--- config.mk ---
export PLATFORM = sky130hd
export DESIGN_NAME = imem_loader
export DESIGN_NICKNAME = d
export VERILOG_FILES = /design/src/rtl/imem_loader_pkg.sv /design/src/rtl/imem_loader_asm.sv /design/src/rtl/imem_loader.sv
export SDC_FILE = /design/constraint.sdc
export NUM_CORES = 1
export LEC_CHECK = 0
export CORE_MARGIN = 3
export CORE_UTILIZATION = 55
export DETAILED_ROUTE_END_ITERATION = 8
export HOLD_SLACK_MARGIN = 0.05
export PLACE_DENSITY = 0.86
export SYNTH_ARGS = -nofsm -noshare
export SYNTH_HDL_FRONTEND = slang
export SYNTH_SLANG_ARGS = --single-unit
--- constraint.sdc ---
create_clock -name clk -period 5 [get_ports clk]
set_input_delay 0.75 -clock clk [delete_from_list [all_inputs] [get_ports clk]]
set_output_delay 0.75 -clock clk [all_outputs]
set_load 0.02 [all_outputs]
--- src/rtl/imem_loader_pkg.sv ---
// Shared definitions for the boot-time instruction-memory loader:
// FSM state encoding and stream framing constants.
package imem_loader_pkg;

  typedef enum logic [2:0] {
    HDR0  = 3'd0,
    HDR1  = 3'd1,
    CHECK = 3'd2,
    DATA  = 3'd3,
    WRITE = 3'd4,
    DONE  = 3'd5,
    ERR   = 3'd6
  } state_t;

  localparam int unsigned LANES = 4;

  function automatic logic is_ready_state(input state_t s);
    return s inside {HDR0, HDR1, DATA};
  endfunction

endpackage

--- src/rtl/imem_loader_asm.sv ---
// Four-lane byte assembler: collects stream bytes into a little-endian
// 32-bit word, one lane per write, cleared once the word is consumed.
module imem_loader_asm
  import imem_loader_pkg::*;
(
  input  logic        clk,
  input  logic        rst,
  input  logic        clr,
  input  logic        lane_we,
  input  logic [1:0]  lane,
  input  logic [7:0]  din,
  output logic [31:0] word
);

  logic [LANES-1:0][7:0] word_q, word_d;

  always_comb begin
    word_d = word_q;
    if (clr) begin
      word_d = '0;
    end else if (lane_we) begin
      word_d[lane] = din;
    end
  end

  always_ff @(posedge clk or posedge rst) begin
    if (rst) begin
      word_q <= '0;
    end else begin
      word_q <= word_d;
    end
  end

  assign word = word_q;

endmodule

--- src/rtl/imem_loader.sv ---
// Boot loader: parses a length header, streams 32-bit words into instruction
// memory and holds the CPU in reset until the whole image is written.
module imem_loader
  import imem_loader_pkg::*;
#(
  parameter int unsigned TAM   = 1023,
  parameter int unsigned CNT_W = 16
) (
  input  logic             clk,
  input  logic             rst,
  input  logic             byte_valid,
  input  logic [7:0]       byte_data,
  output logic             byte_ready,
  output logic             im_we,
  output logic [31:0]      im_addr,
  output logic [31:0]      im_wdata,
  output logic             cpu_reset,
  output logic             load_done,
  output logic             load_err,
  output logic [CNT_W-1:0] word_count
);

  state_t           state_q, state_d;
  logic [CNT_W-1:0] len_q, len_d;
  logic [CNT_W-1:0] cnt_q, cnt_d;
  logic [1:0]       idx_q, idx_d;
  logic             ready_q, ready_d;
  logic             cpu_rst_q, cpu_rst_d;
  logic             done_q, done_d;
  logic             err_q, err_d;
  logic             xfer;
  logic             asm_we;
  logic             asm_clr;
  logic [31:0]      asm_word;

  assign xfer = byte_valid & ready_q;

  imem_loader_asm u_asm (
    .clk     (clk),
    .rst     (rst),
    .clr     (asm_clr),
    .lane_we (asm_we),
    .lane    (idx_q),
    .din     (byte_data),
    .word    (asm_word)
  );

  always_comb begin
    state_d = state_q;
    len_d   = len_q;
    cnt_d   = cnt_q;
    idx_d   = idx_q;
    asm_we  = 1'b0;
    asm_clr = 1'b0;
    case (state_q)
      HDR0: if (xfer) begin
        len_d[7:0] = byte_data;
        state_d    = HDR1;
      end
      HDR1: if (xfer) begin
        len_d[15:8] = byte_data;
        state_d     = CHECK;
      end
      CHECK: begin
        if (len_q == '0)                 state_d = DONE;
        else if (32'(len_q) > TAM + 1)   state_d = ERR;
        else                             state_d = DATA;
      end
      DATA: if (xfer) begin
        asm_we = 1'b1;
        idx_d  = idx_q + 2'd1;
        if (idx_q == 2'd3) state_d = WRITE;
      end
      WRITE: begin
        cnt_d   = cnt_q + 1'b1;
        asm_clr = 1'b1;
        state_d = (cnt_d == len_q) ? DONE : DATA;
      end
      default: state_d = state_q;
    endcase
    // Status outputs are registered from the next state so they change on
    // the same edge that enters DONE/ERR.
    ready_d   = is_ready_state(state_d);
    cpu_rst_d = (state_d != DONE);
    done_d    = (state_d == DONE);
    err_d     = (state_d == ERR);
  end

  always_ff @(posedge clk or posedge rst) begin
    if (rst) begin
      state_q   <= HDR0;
      len_q     <= '0;
      cnt_q     <= '0;
      idx_q     <= '0;
      ready_q   <= 1'b0;
      cpu_rst_q <= 1'b1;
      done_q    <= 1'b0;
      err_q     <= 1'b0;
    end else begin
      state_q   <= state_d;
      len_q     <= len_d;
      cnt_q     <= cnt_d;
      idx_q     <= idx_d;
      ready_q   <= ready_d;
      cpu_rst_q <= cpu_rst_d;
      done_q    <= done_d;
      err_q     <= err_d;
    end
  end

  assign im_we      = (state_q == WRITE);
  assign im_addr    = im_we ? 32'({cnt_q, 2'b00}) : '0;
  assign im_wdata   = im_we ? asm_word : '0;
  assign byte_ready = ready_q;
  assign cpu_reset  = cpu_rst_q;
  assign load_done  = done_q;
  assign load_err   = err_q;
  assign word_count = cnt_q;

endmodule
Yosys cells after proc, flatten, opt, wreduce, memory -nomap -nowiden
Index checks and enable logic that the tools add are counted.

Bits in registers: 73. Latch bits: 0. Memory bits (writable): 0. Memory bits (read-only): 0. Bits of input ports: 11. Output and inout port bits: 85. Logic and storage cells: 57. Memories kept: 0.

Add/sub/neg operators: 2. Multiply operators: 0. Div/mod/pow operators: 0. $lt $le $gt $ge: 3. Equality and inequality tests: 11. Shift-type cells: 0. Mux-type cells: 18. Bitwise gates (word level): 1. Reductions and logical operators: 9.

Operator list (count): $mux W32 (3); $bwmux W32 (1); $mux W3 (7); $mux W18 (1); $add A16 B1 Y16 const B (1); $demux W8 S2 (1); $eq A16 B16 Y1 (1); $gt A16 B11 Y1 const B (1); $logic_not A16 Y1 (1); $pmux W3 S5 (1); $eq A3 B2 Y1 const B (3); $eq A3 B3 Y1 const B (3); $mux W8 (1); $eq A3 B1 Y1 const B (2); $logic_not A3 Y1 (2); $reduce_and A2 Y1 (3); $lt A2 B3 Y1 const B (1); $mux W1 (3); $ne A3 B3 Y1 const B (1); $reduce_bool A3 Y1 (1); $add A2 B1 Y2 const B (1); $eq A2 B2 Y1 const B (1); $ge A2 B1 Y1 const B (1); $reduce_bool A2 Y1 (1); 2 further kinds (2).

Logic depth before layout (Yosys ltp)
Word-level depth: 7. Depth in mapped cells: 9. Gate-level depth less buffers: 8.

By module
A second synthesis with hierarchy kept.

Cells, all modules: 412. Area, all modules: 4196.5 um^2.

By module, submodules not included: imem_loader (instances 1, cells each 295, area an instance 2748.9 um^2, sequential area each 1027.2 um^2); imem_loader_asm (instances 1, cells each 117, area an instance 1447.6 um^2, sequential area each 800.8 um^2).

Least setup slack after synthesis
No wires, ideal clock.

Kind: flip-flop to output port. Start: reg state_q[0]. End: out im_wdata[25]. Arrival: 1.726 ns. Setup slack: 2.524 ns. Stages on the path, launching flop included: 8. Cell sequence: dfrtp_1 buf_6 nand2b_1 clkbuf_1 nor2_1 clkbuf_1 clkbuf_1 and2_1.

Cells in the longest elaborated chain, start to end: 2.

RTL lines: start, declared (RTL line imem_loader.sv:23) `state_t state_q, state_d;`; start signal, assigned (RTL line imem_loader.sv:100) `state_q <= state_d;`; $eq A3 B3 Y1 (RTL line imem_loader.sv:111) `assign im_we = (state_q == WRITE);`; $mux W32 (RTL line imem_loader.sv:113) `assign im_wdata = im_we ? asm_word : '0;`; end, declared (RTL line imem_loader.sv:16) `output logic [31:0] im_wdata,`.

No other way between the ends.

Worst setup path in the final report
Start: reg state_q[0]. End: out im_wdata[27].

Same word-level chain as after synthesis.

==> metrics.txt <==
Fmax achieved 0.267 GHz; TritonCTS clock tree built; combinational power share between 20% and 30%; initial antenna violation count 0; clock sink count 73; Max Clock Skew 0.0105 ns; die width slightly above 90 um; mapped cell area 0.00421 mm^2; die height ~94 um; Post-synth top flop dfrtp_1; minimum clock period approximately 3.7 ns; post-synthesis cell count about 460; Ys Warns 0; CTS clock-pin slew for the worst setup and hold paths 0.08 ns; drt via density between 5 and 6; total negative slack 0 ns; CP Launch Type flop; num ports between 90 and 100; Die Area about 0.0087 mm^2; ant diodes 0; vias in the first global route 3483; switching portion of total power about a third; via count 3548; H-tree Lvls 3; Sequential Area ~0.0018 mm^2; gr usage total 24.0%; worst-skew pair later-pin latency 0.36 ns; Yosys top cell by area dfrtp_1; total internal power 0.00115 W; cts hold-fix bufs 0; Initial DRC Count around 210; CP arrival about 3.0 ns; fraction of registers with async set/reset between 90% and 100%; crit end category primary output; wire per inst roughly 16 um; area of the multi-input gates ~0.0021 mm^2; commonest cells after routing, fill and taps aside 79 x clkdlybuf4s50_1, 72 x dfrtp_1, 51 x nand2_1, 43 x nand3_1, 43 x and2_1; worst hold path class flop to flop; final hold viol count 0; Initial Util about 57%; Max-slew headroom 35.3%; CP required ~4.3 ns; Hold WS about 0.52 ns; Final ANT Viol Nets 0; max-slew violation count 0; kind of critical path flop to primary output; post-CTS resize count 0; Buffers on Ports a little under 80; first-pass GRT wire length between 15000 and 20000 um; Row Count 31; routed wire length approximately 9900 um; commonest non-fill, non-tap cell in the layout clkdlybuf4s50_1; post-CTS setup buffers 0; clock power share 29.8%; MaxCap Viol Count 0; CP Max Fanout 65; Post-synth EDFFs 0; sequential share of power between 40% and 50%; # fillers ~530; Area contributors post-synth dfrtp_1 43%, and2_1 6.4%, xnor2_1 5.8%; Sw Pwr between 0.0005 and 0.0006 W; CTS max path bufs 2; layout cells sized above 1 ~9.9%; RSZ-0062 raised after global routing no; gpl congestion between 0.8 and 0.9; Synth Register Bits 73; GRT overflow 0; Seq/Total Area, Yosys 43.4%; post-synthesis area per instance approximately 9.2 um^2; root buf cell clkbuf_8; Area Overhead vs Synth 22.2%; status complete, no violations; Layout Nets approximately 530; drt first pass iters 4; crit share post-route 75.0%; top cell type's share of synthesized area a little over two fifths; Worst-Margin Slew just under 1 ns; PwrDens around 340 mW/mm^2; core outline area around 0.0073 mm^2; DP Wirelength 6850 um; Leak between 2 and 2.5 nW; largest net degree at the start of global routing 66; CTS Buf Count 9; DRC Markers 0; IR drop worst, VDD roughly 0.00018 V; post-synth cell types between 50 and 60; endpoints failing setup 0
[final cells by class]
| cell class | instances | area share [%] |
|---|---|---|
| Sequential cell | 73 | 35.5 |
| Timing Repair Buffer | 82 | 15.8 |
| Inverter | 12 | 0.875 |
| Multi-Input combinational cell | 340 | 41.2 |
| Tap cell | 99 | 2.41 |
| Clock inverter | 6 | 1.75 |
| Clock buffer | 10 | 2.48 |
[path summary, 6_finish.rpt]
kind / startpoint / to / slack [ns] / depth (start not counted)
worst max-delay path: state_q[0]$_DFF_PP0_ / im_wdata[27] / 1.25 / 5
worst min-delay path: u_asm.word[0]$_DFFE_PP0P_ / u_asm.word[0]$_DFFE_PP0P_ / 0.52 / 2
worst max register to register: word_count[0]$_DFFE_PP0P_ / load_done$_DFF_PP0_ / 2.31 / 8
worst min register to register: u_asm.word[0]$_DFFE_PP0P_ / u_asm.word[0]$_DFFE_PP0P_ / 0.52 / 2
max in group asynchronous: rst / cpu_reset$_DFF_PP1_ / 3.15 / 3
min in group asynchronous: rst / word_count[1]$_DFFE_PP0P_ / 0.89 / 2
[synthesized netlist by cell type, types with 9 or more instances]
| master | n |
|---|---|
| dfrtp_1 | 72 |
| nand2_1 | 51 |
| and2_1 | 43 |
| nand3_1 | 43 |
| a21oi_1 | 37 |
| xnor2_1 | 28 |
| nor2_1 | 18 |
| buf_4 | 17 |
| clkbuf_1 | 15 |
| mux2_2 | 15 |
| inv_1 | 12 |
| nor3_1 | 10 |
| xor2_1 | 9 |
[per-stage QoR]
| stage | instances | util (%) | worst slack (ns) | area [um^2] | total power (W) |
|---|---|---|---|---|---|
| floorplan | 471 | - | 2.40 | 4270 | 0.00111 |
| global placement | 606 | 67.3 | 1.77 | 4930 | 0.00120 |
| detailed placement | 606 | 67.3 | 1.64 | 4930 | 0.00122 |
| CTS | 622 | 70.3 | 1.24 | 5150 | 0.00174 |
| global route | 622 | 70.3 | 0.984 | 5150 | 0.00183 |
| finish | 622 | 70.3 | 1.25 | 5150 | 0.00174 |
[cell families (layout without fill, tap and decap cells)]
family,count (synthesis),count (layout),synth area share (%)
buffers and inverters,58,110,7.87
xor gates and xnor gates,37,37,7.69
DFF,73,73,43.4
muxes,16,16,4.25
and+or+nand+nor,199,199,25.5
AOI/OAI and AO/OA,67,67,9.77
adders and majority gates,5,5,1.49
other,1,16,0.0890
[sequential cells by signal (all words and copies together) (netlist names)]
name and cells:
state_q 3, load_err 1, byte_ready 1, cpu_reset 1, load_done 1, len_q 16, idx_q 2, word_count 16
u_asm.word 32
[power groups by stage]
stage / registers (W) / logic (W) / clock network (W)
4_1_cts: 0.000806 / 0.000412 / 0.000523
3_3_place_gp: 0.000810 / 0.000388 / 0
5_1_grt: 0.000826 / 0.000459 / 0.000547
2_1_floorplan: 0.000784 / 0.000329 / 0
3_5_place_dp: 0.000814 / 0.000406 / 0
6_report: 0.000808 / 0.000412 / 0.000518
[metal layers]
metal	track usage (%)	part of all wire, %
met2	38.8	48
met5	0	0
met1	30.6	41
met4	10.3	2.8
met3	5.79	7.8
[critical path: stages (launching register included)]
cell             delay (ns)
dfrtp_1                0.49
nand2b_1               0.34
nor2_4                 0.42
buf_4                  0.53
and2_1                 0.21
clkdlybuf4s50_1        0.61
Power figures use the tool's default switching activity.
